--- src/rtl/tank_game_pkg.sv ---
// Shared types and defaults for the tank game end-of-round controller.
// State encoding, winner codes and per-tank life/immunity defaults.
package tank_game_pkg;

  typedef enum logic [1:0] {
    ST_IDLE  = 2'd0,
    ST_PLAY  = 2'd1,
    ST_FINAL = 2'd2,
    ST_OVER  = 2'd3
  } state_e;

  localparam logic [1:0] WIN_NONE = 2'b00;
  localparam logic [1:0] WIN_P1   = 2'b01;
  localparam logic [1:0] WIN_P2   = 2'b10;
  localparam logic [1:0] WIN_DRAW = 2'b11;

  localparam int LIVES_DEF   = 3;
  localparam int HOLDOFF_DEF = 30;

endpackage

--- src/rtl/game_over_ctrl_if.sv ---
// Control/status bundle between the game core and the round controller.
// master drives the inputs (keyboard, hit detect, final timer).
interface game_over_ctrl_if;

  logic       start_key;
  logic       p1_hit;
  logic       p2_hit;
  logic       endgame;
  logic       startfinaltimer;
  logic       game_active;
  logic       show_gameover;
  logic [1:0] p1_lives;
  logic [1:0] p2_lives;
  logic [1:0] winner;

  modport master (
    output start_key, p1_hit, p2_hit, endgame,
    input  startfinaltimer, game_active, show_gameover,
    input  p1_lives, p2_lives, winner
  );

  modport slave (
    input  start_key, p1_hit, p2_hit, endgame,
    output startfinaltimer, game_active, show_gameover,
    output p1_lives, p2_lives, winner
  );

endinterface

--- src/rtl/player_life_ctr.sv ---
// Per-tank lives register with post-hit immunity counter.
// fatal_o flags an accepted hit that takes the last life.
module player_life_ctr
  import tank_game_pkg::*;
#(
  parameter int LIVES   = LIVES_DEF,
  parameter int HOLDOFF = HOLDOFF_DEF
) (
  input  logic       frame_clk,
  input  logic       Reset_n,
  input  logic       load_i,
  input  logic       play_i,
  input  logic       hit_i,
  output logic [1:0] lives_o,
  output logic       fatal_o
);

  logic [1:0] lives_q, lives_d;
  logic [7:0] hold_q, hold_d;
  logic       accept;

  assign accept  = play_i && hit_i &&
                   (hold_q == 8'd0) &&
                   (lives_q != 2'd0);
  assign fatal_o = accept && (lives_q == 2'd1);
  assign lives_o = lives_q;

  always_comb begin
    lives_d = lives_q;
    hold_d  = (hold_q != 8'd0) ?
              hold_q - 8'd1 : 8'd0;
    if (load_i) begin
      lives_d = 2'(LIVES);
      hold_d  = 8'd0;
    end else if (accept) begin
      lives_d = lives_q - 2'd1;
      hold_d  = 8'(HOLDOFF);
    end
  end

  always_ff @(posedge frame_clk or negedge Reset_n) begin
    if (!Reset_n) begin
      lives_q <= 2'(LIVES);
      hold_q  <= 8'd0;
    end else begin
      lives_q <= lives_d;
      hold_q  <= hold_d;
    end
  end

endmodule

--- src/rtl/game_over_ctrl.sv ---
// Round sequencer: IDLE -> PLAY -> FINAL -> OVER, with winner decode.
// All outputs come straight from flops.
module game_over_ctrl
  import tank_game_pkg::*;
#(
  parameter int LIVES   = LIVES_DEF,
  parameter int HOLDOFF = HOLDOFF_DEF
) (
  input logic               frame_clk,
  input logic               Reset_n,
  game_over_ctrl_if.slave   bus
);

  state_e     state_q, state_d;
  logic [1:0] win_q, win_d;
  logic       key_q;
  logic       sft_q, act_q, over_q;
  logic       start_edge;
  logic       load, play;
  logic       p1_fatal, p2_fatal;

  assign start_edge = bus.start_key && !key_q;
  assign load = start_edge &&
                (state_q == ST_IDLE ||
                 state_q == ST_OVER);
  assign play = (state_q == ST_PLAY);

  player_life_ctr #(
    .LIVES   (LIVES),
    .HOLDOFF (HOLDOFF)
  ) u_p1 (
    .frame_clk (frame_clk),
    .Reset_n   (Reset_n),
    .load_i    (load),
    .play_i    (play),
    .hit_i     (bus.p1_hit),
    .lives_o   (bus.p1_lives),
    .fatal_o   (p1_fatal)
  );

  player_life_ctr #(
    .LIVES   (LIVES),
    .HOLDOFF (HOLDOFF)
  ) u_p2 (
    .frame_clk (frame_clk),
    .Reset_n   (Reset_n),
    .load_i    (load),
    .play_i    (play),
    .hit_i     (bus.p2_hit),
    .lives_o   (bus.p2_lives),
    .fatal_o   (p2_fatal)
  );

  always_comb begin
    state_d = state_q;
    win_d   = win_q;
    case (state_q)
      ST_IDLE, ST_OVER: begin
        if (start_edge) begin
          state_d = ST_PLAY;
          win_d   = WIN_NONE;
        end
      end
      ST_PLAY: begin
        if (p1_fatal || p2_fatal) begin
          state_d = ST_FINAL;
          if (p1_fatal && p2_fatal)
            win_d = WIN_DRAW;
          else if (p1_fatal)
            win_d = WIN_P2;
          else
            win_d = WIN_P1;
        end
      end
      ST_FINAL: begin
        if (bus.endgame)
          state_d = ST_OVER;
      end
      default: state_d = ST_IDLE;
    endcase
  end

  // Outputs decode the next state so they line up with state_q.
  always_ff @(posedge frame_clk or negedge Reset_n) begin
    if (!Reset_n) begin
      state_q <= ST_IDLE;
      win_q   <= WIN_NONE;
      key_q   <= 1'b1;
      sft_q   <= 1'b0;
      act_q   <= 1'b0;
      over_q  <= 1'b0;
    end else begin
      state_q <= state_d;
      win_q   <= win_d;
      key_q   <= bus.start_key;
      sft_q   <= (state_d == ST_FINAL);
      act_q   <= (state_d == ST_PLAY);
      over_q  <= (state_d == ST_OVER);
    end
  end

  assign bus.startfinaltimer = sft_q;
  assign bus.game_active     = act_q;
  assign bus.show_gameover   = over_q;
  assign bus.winner          = win_q;

endmodule

--- src/flat_wrapper.sv ---
// flat-port wrapper written by rule: the top's interface ports become plain ports
module game_over_ctrl_flat import tank_game_pkg::*;
#(
  parameter int LIVES   = LIVES_DEF,
  parameter int HOLDOFF = HOLDOFF_DEF
)
  (frame_clk, Reset_n, bus_start_key, bus_p1_hit, bus_p2_hit, bus_endgame, bus_startfinaltimer, bus_game_active, bus_show_gameover, bus_p1_lives, bus_p2_lives, bus_winner);
  game_over_ctrl_if bus_i ();
  input logic frame_clk;
  input logic Reset_n;
  input wire logic [$bits(bus_i.start_key)-1:0] bus_start_key;
  input wire logic [$bits(bus_i.p1_hit)-1:0] bus_p1_hit;
  input wire logic [$bits(bus_i.p2_hit)-1:0] bus_p2_hit;
  input wire logic [$bits(bus_i.endgame)-1:0] bus_endgame;
  output wire logic [$bits(bus_i.startfinaltimer)-1:0] bus_startfinaltimer;
  output wire logic [$bits(bus_i.game_active)-1:0] bus_game_active;
  output wire logic [$bits(bus_i.show_gameover)-1:0] bus_show_gameover;
  output wire logic [$bits(bus_i.p1_lives)-1:0] bus_p1_lives;
  output wire logic [$bits(bus_i.p2_lives)-1:0] bus_p2_lives;
  output wire logic [$bits(bus_i.winner)-1:0] bus_winner;
  assign bus_i.start_key = bus_start_key;
  assign bus_i.p1_hit = bus_p1_hit;
  assign bus_i.p2_hit = bus_p2_hit;
  assign bus_i.endgame = bus_endgame;
  assign bus_startfinaltimer = bus_i.startfinaltimer;
  assign bus_game_active = bus_i.game_active;
  assign bus_show_gameover = bus_i.show_gameover;
  assign bus_p1_lives = bus_i.p1_lives;
  assign bus_p2_lives = bus_i.p2_lives;
  assign bus_winner = bus_i.winner;
  game_over_ctrl #(.LIVES(LIVES), .HOLDOFF(HOLDOFF)) u_core (.frame_clk(frame_clk), .Reset_n(Reset_n), .bus(bus_i));
endmodule
--- config.mk ---
export PLATFORM = sky130hd
export DESIGN_NAME = game_over_ctrl_flat
export DESIGN_NICKNAME = d
export VERILOG_FILES = /design/src/rtl/tank_game_pkg.sv /design/src/rtl/game_over_ctrl_if.sv /design/src/rtl/player_life_ctr.sv /design/src/rtl/game_over_ctrl.sv /design/src/flat_wrapper.sv
export SDC_FILE = /design/constraint.sdc
export NUM_CORES = 1
export LEC_CHECK = 0
export CAP_MARGIN = 10
export CORE_MARGIN = 4
export CORE_UTILIZATION = 50
export CTS_CLUSTER_DIAMETER = 120
export DETAILED_ROUTE_END_ITERATION = 8
export GPL_ROUTABILITY_DRIVEN = 0
export PLACE_DENSITY = 0.76
export SYNTH_ARGS = -nofsm -noshare
export SYNTH_HDL_FRONTEND = slang
export SYNTH_SLANG_ARGS = --single-unit
--- constraint.sdc ---
create_clock -name frame_clk -period 2.75 [get_ports frame_clk]
set_input_delay 0.275 -clock frame_clk [delete_from_list [all_inputs] [get_ports frame_clk]]
set_output_delay 0.275 -clock frame_clk [all_outputs]
set_load 0.02 [all_outputs]
* Word-level counts from Yosys, hierarchy flattened *
Cells that the tools add are included.
Widths: inputs -> output; s select.

storage, ports and cells
  register bits after elaboration = 28
  input bits = 6
  word-level logic and storage cells = 69

operators by class
  $add $sub $neg = 4
  equality and inequality tests = 10
  multiplexer cells = 19
  reductions and logical operators = 26

operator list
  operator             number
  $mux 8               6
  $mux 2               11
  $logic_not 8->1      2
  $reduce_bool 8->1    2
  $sub 8x1->8 const B  2
  $logic_and 1x1->1    11
  $reduce_bool 2->1    5
  $eq 2x1->1 const B   4
  $eq 2x2->1 const B   4
  $pmux 2 s3           1
  $ne 2x1->1 const B   2
  $pmux 2 s2           1
  $sub 2x1->2 const B  2
  $reduce_and 3->1     1
  $logic_not 2->1      1
  $logic_or 1x1->1     2
  $reduce_or 2->1      1
  $logic_not 1->1      1

* Depth between registers and ports, before layout *
Gate-level depths: netlist (run 1).

  depth in word-level cells = 9
  mapped depth = 6
  depth with buffers taken out = 6

* Hierarchy *
A second synthesis (run 1) with hierarchy kept.

second synthesis, totals
  cell total of the unflattened synthesis = 159
  area total of the unflattened synthesis = 1589.0 um2

modules (own cells, without submodules)
  module           instances  cells an instance  area an instance (um2)
  player_life_ctr  2          60                 586.8
  game_over_ctrl   1          39                 415.4

* Least setup slack after synthesis (run 1) *
OpenSTA, ideal clock, no wires.

  kind = flip-flop to flip-flop
  start = reg u_core.u_p2.lives_q[0] (netlist: u_core.u_p2.lives_o[0])
  end = reg u_core.act_q (netlist: u_core.bus.game_active)
  library setup time = 127 ps
  data arrival time = 1557 ps
  required time = 2623 ps
  path slack = 1065 ps
  stages on the path, launching flop included = 7
  path buffers = 0
  period minus slack after synthesis = 1685 ps
  path through = dfstp_2 > inv_1 > ha_1 > and3b_1 > nand4_2 > a31oi_1 > nor2_1

on the way
  longest elaborated chain between the ends = 7

RTL lines
  element                   line                   source
  start: declaration        player_life_ctr.sv:18  logic [1:0] lives_q, lives_d;
  start signal: assignment  player_life_ctr.sv:43  lives_q <= 2'(LIVES);
  start signal: assignment  player_life_ctr.sv:46  lives_q <= lives_d;
  $reduce_bool 2->1         player_life_ctr.sv:24  (lives_q != 2'd0);
  $logic_and 1x1->1         player_life_ctr.sv:23  (hold_q == 8'd0) &&
  $logic_and 1x1->1 *       player_life_ctr.sv:25  assign fatal_o = accept && (lives_q == 2'd1);
  $logic_or 1x1->1 *        game_over_ctrl.sv:65   if (p1_fatal || p2_fatal) begin
  $mux 2 *                  game_over_ctrl.sv:65
  $pmux 2 s3 *              game_over_ctrl.sv:57   case (state_q)
  $eq 2x1->1 *              game_over_ctrl.sv:97   act_q <= (state_d == ST_PLAY);
  end signal: assignment    game_over_ctrl.sv:97
  end: declaration          game_over_ctrl.sv:17   logic sft_q, act_q, over_q;

Every way passes the cells marked *; elsewhere a longest branch is shown, timed or not.
A chain may end at the register's enable or synchronous reset.

* Worst setup path in the final report (run 1) *
  start = reg u_core.state_q[0]
  end = reg u_core.sft_q (netlist: u_core.bus.startfinaltimer)

on the way
  longest elaborated chain between the ends = 9

RTL lines
  element                          line                                        source
  start: declaration               game_over_ctrl.sv:14                        state_e state_q, state_d;
  start signal: assignment         game_over_ctrl.sv:93                        state_q <= state_d;
  $eq 2x1->1                       game_over_ctrl.sv:26, game_over_ctrl.sv:57
  $logic_and 1x1->1 (2 in series)  player_life_ctr.sv:22                       assign accept = play_i && hit_i &&
  $logic_and 1x1->1                player_life_ctr.sv:23
  $logic_and 1x1->1                player_life_ctr.sv:25
  $logic_or 1x1->1                 game_over_ctrl.sv:65
  $mux 2                           game_over_ctrl.sv:65
  $pmux 2 s3 *                     game_over_ctrl.sv:57
  $eq 2x2->1 *                     game_over_ctrl.sv:96                        sft_q <= (state_d == ST_FINAL);
  end signal: assignment           game_over_ctrl.sv:96
  end: declaration                 game_over_ctrl.sv:17

Marks and branches as above.

==> flow_summary_export.csv, run 1 <==
group,metric,value,unit
placement,dp.cells,182,
timing,period_share,67.42,%
timing,tightest_slew,0.4221,ns
yosys,synth_xor_area_share,7.765,%
yosys,seq_area_frac_synth,48.21,%
critical_path,path_max_fanout,8,
routing,post_drt_wl_per_cell,13.83,um
yosys,syn-cell-area,1466,um^2
yosys,yosysWarningCount,0,
clocking,cts.clk_slew.worst_paths,0.14,ns
floorplanning,core-area,2781,um^2
critical_path,rr_worst_depth,6,
clocking,cts_buffers,3,
placement,dp_hpwl,2019,um
global_routing,use_met3,2.523,%
floorplanning,io_pins,15,
timing,final.setup.tns,0,ns
clocking,clock-root-buffer,"clkbuf_4",
run,maxCapViolations,0,
routing,final_antenna_net_count,0,
critical_path,cp-end-kind,"flip-flop",
yosys,synth_enable_flop_cells,0,
critical_path,start_kind,"flip-flop",
clocking,cts_setup_buffers,0,
clocking,ctsResizeCount,0,
routing,vias_per_cell,5.317,
global_routing,grt_use_total,15.05,%
routing,drc,0,
worst_hold_path,hp-class,"input port to asynchronous set/reset pin",
yosys,yosys.area_share.simple,23.29,%
timing,max_slew_margin,71.65,%
clocking,ctsHoldBuffers,0,
timing,skew,0.001811,ns
global_routing,gr-usage-met1,21.41,%
yosys,synth_top_family_by_area,"simple AND/OR/NAND/NOR gates",
timing,max_freq,0.5394,GHz
layout,fin_cells,186,
global_routing,grt_pass1_vias,1056,
timing,rsz0062_at_grt,"no",
timing,setup_viol_count_final,0,
critical_path,required,2.98,ns
floorplanning,start_util,52.72,%
yosys,synth_cells,136,
global_routing,overflow,0,
critical_path,r2r_end,"u_core.bus.startfinaltimer$_DFF_PN0_",
yosys,avgSynthCellArea,10.78,um^2
global_routing,globalRouteMet2Util,23.58,%
floorplanning,die_area,3863,um^2
floorplanning,rows,19,
floorplanning,die_y,62.16,um
layout,drive_gt1_share,12.26,%
critical_path,r2r_slack,0.90,ns
clocking,cts_sinks,28,
routing,routed_wl,2573,um
placement,portBuffers,14,
clocking,cts_tree,"built",
floorplanning,die_w,62.16,um
critical_path,r2r-start,"u_core.state_q[0]$_DFF_PN0_",
yosys,ys_ff_latch,28,
layout,final_nets,170,
yosys,muxShareOfSynthArea,0,%
routing,num_vias,989,
critical_path,path_class,"flip-flop to flip-flop",
routing,drt_iter0_drc,42,
yosys,synth_fa_ha_area_share,6.826,%
timing,hold_viol_final,0,
yosys,synth_cell_types,35,
critical_path,arrival,2.09,ns
layout,layout-area-overhead-vs-synth,14.51,%
power_and_ir_drop,irDropWorstVdd,0.6698,mV
global_routing,grt_pass1_wl,4809,um
routing,firstDrtPassIters,4,
timing,slew_viol_final,0,
yosys,syn-num-nets,150,
power_and_ir_drop,p_leak,0.0007638,uW
yosys,synth_compound_area_share,10.58,%
yosys,ys.flop_type,"dfrtp_1",
global_routing,antenna_found_initial,0,
global_routing,grt_start_max_net_pins,29,
layout,n_fill_cell,233,
layout,diodes,0,
timing,fin_crit,1.854,ns
clocking,clock_latency,0.31,ns
outcome,status,"complete, no violations",
clocking,htreeDepth,1,
global_routing,gr-max-usage-layer,"met2",
power_and_ir_drop,p_per_area,988.5,nW/um^2
clocking,clock_path_buffers,2,
yosys,async_flop_share,100.0,%
-- final cells by class --
cell class	instances	area [um^2]	share of cell area (%)
Sequential cell	28	706.9	42.10
Clock buffer	4	26.28	1.565
Inverter	13	48.80	2.906
Timing Repair Buffer	15	147.6	8.793
Tap cell	31	38.79	2.310
Multi-Input combinational cell	95	710.7	42.32
-- flip-flops by register name (all words and copies together), names as in the netlist --
signal,flops
u_core.u_p2.lives_o,2
u_core.key_q,1
u_core.bus.game_active,1
u_core.bus.winner,2
u_core.bus.startfinaltimer,1
u_core.u_p1.hold_q,8
u_core.bus.show_gameover,1
u_core.state_q,2
u_core.u_p2.hold_q,8
u_core.u_p1.lives_o,2
-- critical path, stage by stage, from the launching register on --
cell and delay, ns:
dfrtp_1 0.43, inv_1 0.06, ha_1 0.38, and3b_1 0.24, o31a_1 0.30, o211a_1 0.23
nor3_1 0.14
-- logic make-up after synthesis --
| logic type | count (synthesis) |
|---|---|
| adders and majority gates | 8 |
| and+or+nand+nor | 52 |
| xor gates and xnor gates | 13 |
| AOI/OAI and AO/OA | 22 |
| DFF | 28 |
| buffers and inverters | 13 |
-- synthesized netlist by cell type (2+ instances only) --
cell,instances,area [um^2]
and3b_1,4,35.03
nand3_1,2,10.01
nor2_1,15,56.30
nor4_4,2,42.54
o211ai_1,2,15.01
dfstp_2,5,131.4
dfrtp_1,23,575.6
nand4_2,2,25.02
nand2_1,11,41.29
o21ai_0,8,40.04
nand2b_1,2,12.51
nor2b_1,4,25.02
inv_1,13,48.80
nor3_1,4,20.02
ha_1,8,100.1
xnor2_1,12,105.1
-- layer usage --
layer	vias up	part of all wire [%]
li1	502	-
met1	465	51
met2	20	45
met3	2	3.1
met4	0	0.62
met5	-	0
-- cells in the final DEF, fill, tap and decap left out, types with 2 or more instances in the layout --
cell type / count
nand3_1: 2
nor2_1: 15
nor4_4: 2
and3b_1: 4
nand4_2: 2
o21ai_0: 8
o211ai_1: 2
nor2b_1: 4
clkdlybuf4s50_1: 14
inv_1: 13
nand2_1: 11
xnor2_1: 12
nand2b_1: 2
dfrtp_1: 23
clkbuf_4: 3
dfstp_2: 5
ha_1: 8
nor3_1: 4
-- worst max-delay path by stage --
| stage | start | endpoint | slack, ns |
|---|---|---|---|
| final | u_core.state_q[0]$_DFF_PN0_ | u_core.bus.startfinaltimer$_DFF_PN0_ | 0.90 |
| after global placement | u_core.state_q[0]$_DFF_PN0_ | u_core.bus.game_active$_DFF_PN0_ | 0.95 |
| after detailed placement | u_core.u_p1.hold_q[0]$_DFF_PN0_ | u_core.bus.show_gameover$_DFF_PN0_ | 0.90 |
| after CTS | u_core.u_p1.hold_q[0]$_DFF_PN0_ | u_core.bus.show_gameover$_DFF_PN0_ | 0.89 |
| after global routing | u_core.u_p1.hold_q[0]$_DFF_PN0_ | u_core.bus.game_active$_DFF_PN0_ | 0.73 |
| after floorplan | u_core.u_p2.lives_o[0]$_DFFE_PN1P_ | u_core.bus.game_active$_DFF_PN0_ | 1.07 |
-- per-stage QoR --
stage	hold slack (ns)	cell area (um^2)	worst slack, ns	total power, uW	util, %
after floorplan	-0.02059	1466	1.065	1292	-
after global placement	0.4725	1653	0.9507	1469	59.42
after detailed placement	0.4847	1653	0.8975	1507	59.42
after CTS	0.3157	1679	0.8850	1684	60.37
after global routing	0.3383	1679	0.7307	1820	60.37
final	0.3135	1679	0.8960	1660	60.37
-- power by group --
group | switching (uW) | internal [uW] | total [uW]
logic | 394 | 359 | 753
registers | 169 | 573 | 743
clock network | 108 | 56.6 | 164
Power figures use the tool's default switching activity.
==> run 2, diff against run 1 <==
Settings changed: PLACE_DENSITY 0.76 to 0.78.
Clock period 2.75 ns to 1.7 ns, I/O delays scaled along.
==> run 2 against run 1 <==
  * The run now ends with negative setup slack left
  * Core utilization up 11 points
  * Clock skew up 0.0049 ns
  * Sequential cell count unchanged
  * Fmax up 9.0%
  * Worst hold slack worse by 0.14 ns
  * Critical endpoint unchanged
  * Sequential power up 63%
  * Global-route usage up 1.1 points
  * Largest power group unchanged
  * Wire length up 28%
  * Count of clock-buffer cells in the layout down 1
  * Sequential share of layout area down 6.3 points
==> flow_summary_export.csv, run 2 (same netlist as run 1, synthesis figures left out) <==
group,metric,value,unit
outcome,status,"finished with violations",
outcome,violations,"negative setup slack",
routing,drc,0,
placement,place_area,1713,um^2
global_routing,antenna_found_initial,0,
layout,finalInstanceArea,1973,um^2
critical_path,cp-end-kind,"flip-flop",
critical_path,arrival,1.97,ns
placement,portBuffers,14,
floorplanning,core-area,2781,um^2
clocking,clock_latency,0.34,ns
global_routing,grt_start_max_net_pins,29,
power_and_ir_drop,switching_share,40.54,%
layout,top_regs,"u_core.u_p1.hold_q: 8 flops, u_core.u_p2.hold_q: 8 flops",
timing,tightest_slew,0.3643,ns
layout,final_core_util,70.94,%
layout,mostFrequentLayoutCells,"dfrtp_1 (23), buf_4 (17), nor2_1 (15), xnor2_1 (12), clkdlybuf4s50_1 (10)",
critical_path,r2r_slack,-0.001,ns
layout,final_common_cell,"dfrtp_1",
layout,final_nets,186,
routing,routed_wl,3295,um
placement,dp_hpwl,2190,um
timing,max_slew_margin,75.58,%
floorplanning,die_y,62.16,um
global_routing,grt_pass1_wl,5168,um
timing,setup_ws,-0.001219,ns
layout,diodes,0,
layout,drive_gt1_share,36.26,%
clocking,cts_buffers,3,
timing,fin_crit,1.701,ns
timing,skew,0.006741,ns
layout,layout-area-overhead-vs-synth,34.56,%
timing,max_freq,0.5878,GHz
power_and_ir_drop,clkPwrFrac,13.6,%
global_routing,overflow,0,
clocking,htreeDepth,1,
layout,fin_cells,202,
timing,period_share,100.1,%
clocking,cts.clk_slew.worst_paths,0.16,ns
power_and_ir_drop,p_sw,1351,uW
power_and_ir_drop,intPower,1982,uW
timing,rsz0062_at_grt,"yes",
floorplanning,die_w,62.16,um
critical_path,crit_chain,"inv_2 > ha_4 > and3b_1 > o31a_1 > o211a_1 > nor3_2",
timing,final.setup.tns,-0.001219,ns
critical_path,path_class,"flip-flop to flip-flop",
critical_path,start_kind,"flip-flop",
power_and_ir_drop,p_per_area,1689,nW/um^2
critical_path,critical_path.max_stage_delay,0.43,ns
power_and_ir_drop,p_leak,0.0008612,uW
global_routing,grt_pass1_vias,1130,
floorplanning,start_util,52.72,%
power_and_ir_drop,irDropWorstVdd,1.184,mV
layout,multi_input_area,863.3,um^2
floorplanning,rows,19,
critical_path,cp_slowest_cell,"dfrtp_1",
clocking,cts_sinks,28,
routing,drt_iter0_drc,64,
global_routing,grt_use_total,16.17,%
critical_path,path_max_fanout,4,
layout,ff_latch_area,706.9,um^2
layout,n_fill_cell,204,
routing,final_antenna_net_count,0,
timing,slew_viol_final,0,
clocking,clock-root-buffer,"clkbuf_4",
power_and_ir_drop,seq_power_share,36.3,%
routing,post_drt_wl_per_cell,16.31,um
routing,num_vias,1112,
critical_path,rr_worst_depth,6,
worst_hold_path,hp-class,"input port to asynchronous set/reset pin",
floorplanning,io_pins,15,
routing,firstDrtPassIters,4,
clocking,cts_tree,"built",
floorplanning,die_area,3863,um^2
power_and_ir_drop,p_comb_share,50.2,%
timing,hold_viol_final,0,
timing,setup_viol_count_final,1,
critical_path,required,1.97,ns
clocking,ctsHoldBuffers,0,
routing,vias_per_cell,5.505,
clocking,clock_path_buffers,2,
run,maxCapViolations,0,
placement,dp.cells,190,
## run 2: cell count changes in the layout (fill, tap and decap cells not counted), sizes merged
cell / before / now
buf: 1 / 17
bufinv: 0 / 1
clkdlybuf4s50: 14 / 10
clkbuf: 4 / 3
dlygate4sd2: 0 / 4
## run 2: worst paths after layout
| kind | from | endpoint |
|---|---|---|
| worst min-delay path | Reset_n | u_core.u_p2.hold_q[2]$_DFF_PN0_ |
| max in group asynchronous | Reset_n | u_core.key_q$_DFF_PN1_ |
| worst max register to register | u_core.state_q[0]$_DFF_PN0_ | u_core.bus.startfinaltimer$_DFF_PN0_ |
| worst max-delay path | u_core.state_q[0]$_DFF_PN0_ | u_core.bus.startfinaltimer$_DFF_PN0_ |
| min in group frame_clk | bus_start_key | u_core.key_q$_DFF_PN1_ |
| worst min register to register | u_core.u_p2.hold_q[0]$_DFF_PN0_ | u_core.u_p2.hold_q[0]$_DFF_PN0_ |
## run 2: area by class of cell
type | count | area share [%]
multi-input combinational | 95 | 43.75
sequential | 28 | 35.83
clock inverter | 1 | 1.522
tap | 31 | 1.966
timing repair buffer | 31 | 13.32
inverter | 13 | 2.473
clock buffer | 3 | 1.141
## run 2: power by group through the flow
stage	Clock (uW)	Sequential (uW)	Combinational (uW)
final	452	1210	1670
after global routing	475	1240	1850
after CTS	459	1200	1410
after detailed placement	0	1200	1340
after global placement	0	1180	1280
after floorplan	0	1230	865
## run 2: per-stage QoR
stage                     total power [uW]  setup WS [ns]  hold slack (ns)
after floorplan                       2091        0.01532          -0.1256
after global placement                2462      -0.005718           0.4654
after detailed placement              2540       -0.02332           0.4813
after CTS                             3066       -0.01537           0.1852
after global routing                  3571       -0.03101           0.2053
final                                 3333      -0.001219           0.1692
## run 2: what timing repair did
| action | 4_1_cts | 5_1_grt |
|---|---|---|
| pin swaps | 1 | 9 |
| endpoints found under the setup margin | 13 | 25 |
| endpoints found under the hold margin | 0 | 0 |
| resized for setup | 12 | 27 |
| setup buffers | 1 | 7 |
## run 2: per-layer routing
layer  vias to the layer above  track usage (%)  share of wire, %  routed length (um)
met1                       552            20.21                42                1378
li1                        539                -                 -                   -
met2                        17            27.98                55                1801
met3                         4            2.523               2.3                  75
met5                         -                0                 0                   0
met4                         0            5.691               1.2                  39
## run 2: worst max-delay path: cells and delay by family (launching register included)
kind	cells	cell delay [ns]
buffers and inverters	1	0.08
adders and majority gates	1	0.21
AOI/OAI and AO/OA	2	0.59
DFF	1	0.43
and+or+nand+nor	2	0.32
==> RTL change: new RTL, config.mk and constraints of run 1 <==
`hold_q` no longer has a reset.
--- a/src/rtl/player_life_ctr.sv
+++ b/src/rtl/player_life_ctr.sv
@@ -42,9 +42,11 @@
     if (!Reset_n) begin
       lives_q <= 2'(LIVES);
-      hold_q  <= 8'd0;
     end else begin
       lives_q <= lives_d;
-      hold_q  <= hold_d;
     end
+  end
+
+  always_ff @(posedge frame_clk) begin
+    hold_q <= hold_d;
   end
 
Formal check against the unedited RTL: no difference found for any inputs over 10 cycles, from zero or initial values and one cycle with Reset_n low; that may be too few to reach the edited logic, so the function may still have changed.
==> RTL change against run 1 <==
Cell area is 4.9% lower. Hold slack lost 0.0094 ns. Area after synthesis is 4.7% lower. Sequential cell count is the same. Total power shrank 1.8%. Setup slack got worse by 0.22 ns. Global-route usage is 0.35 points higher. Synthesized cell count rose by 5.9%. Routed wire length is 1.2% lower. Combinational power down 2%. Cell count up 2.7%.
==> RTL change: results (changes against run 1) <==
- The leakage power is 0.6790 nW (-11%).
- The overall power after layout is 1.630 mW (-1.8%).
- The number of placed instances, taps included is 187 (+2.7%).
- The flow ran to the end, and the final reports show no timing, DRC or antenna violations.
- The post-synthesis compound-gate area fraction is 11.55% (+0.97 points).
- The critical path arrival is 2.25 ns (+0.16 ns).
- The slew at the pin closest to its max-slew limit was 0.7927 ns (+0.3706 ns).
- The cell area after placement is 1570 um^2 (-5.0%).
- The number of nets produced by synthesis was 160 (+6.7%).
- The combined global-route utilization of all metal layers is 15.39% (+0.35 points).
- The fraction of layout cells with a size suffix above 1 is 6.832% (-5.4 points).
- The total wire length after detailed routing is 2543 um (-1.2%).
- The total internal power was 0.9773 mW (-1.2%).
- The via count of the first global-routing pass is 1013 (-4.1%).
- The worst-case vdd ir drop is 0.0005921 V (-12%).
- The routed wirelength normalized by instance count is 13.31 um (-3.8%).
- The power of the sequential group is 0.721 mW (-3.0%).
- The number of nets in the layout was 178 (+4.7%).
- The count of distinct cell types in the synthesized netlist was 36 (+2.9%).
- The fraction of the yosys area taken by sequential cells is 44.85% (-3.4 points).
- The pre-CTS setup slack was 0.6928 ns (-0.2048 ns).
- The largest net degree at the start of global routing is 16 (-45%).
- The combinational-cell power consumption was 0.740 mW (-2%).
- In the synthesized netlist, the cells that appear most often are dfxtp_1 (16), inv_1 (14), nor2_1 (14).
- The post-synthesis instance total came to 144 (+5.9%).
- The share of flip-flops with an asynchronous set or reset is 42.86% (-57 points).
- The number of violations reported at the end of detailed-routing iteration 0 was 29 (-31%).
- The adder-cell share of the synthesized area is 8.953% (+2.1 points).
- The post-synthesis xor/xnor area fraction is 8.774% (+1.0 points).
[RTL change: critical path, stage by stage (launching register included)]
cell	delay, ns
dfxtp_1	0.37
or4_1	0.64
o31ai_1	0.73
o21ai_0	0.20
[RTL change: final cells by class]
| class | instances | area, um^2 | share of cell area (%) |
|---|---|---|---|
| multi-input cells | 101 | 713.2 | 44.67 |
| flip-flops and latches | 28 | 626.9 | 39.26 |
| repair buffers | 14 | 140.1 | 8.777 |
| inverters | 14 | 52.55 | 3.292 |
| well taps | 30 | 37.54 | 2.351 |
| clock buffers | 4 | 26.28 | 1.646 |
[RTL change: worst paths after layout]
kind | startpoint | endpoint | slack (ns) | depth (start not counted)
max reg2reg | u_core.u_p2.hold_q[2]$_SDFF_PP0_ | u_core.u_p2.hold_q[3]$_SDFF_PP0_ | 0.68 | 3
min in group frame_clk | bus_start_key | u_core.key_q$_DFF_PN1_ | 0.41 | 1
min | Reset_n | u_core.state_q[1]$_DFF_PN0_ | 0.30 | 1
max | u_core.u_p2.hold_q[2]$_SDFF_PP0_ | u_core.u_p2.hold_q[3]$_SDFF_PP0_ | 0.68 | 3
max in group asynchronous | Reset_n | u_core.u_p1.lives_o[1]$_DFFE_PN1P_ | 2.07 | 1
min reg2reg | u_core.u_p1.hold_q[0]$_SDFF_PP0_ | u_core.u_p1.hold_q[0]$_SDFF_PP0_ | 0.48 | 1
[RTL change: metal layers]
metal / GRT usage, % / share of wire [%] / vias up
met1: 21.52 / 47 / 492
met5: 0 / 0 / -
met2: 25.34 / 48 / 18
met3: 2.766 / 4.5 / 2
li1: - / - / 531
met4: 2.477 / 0.59 / 0
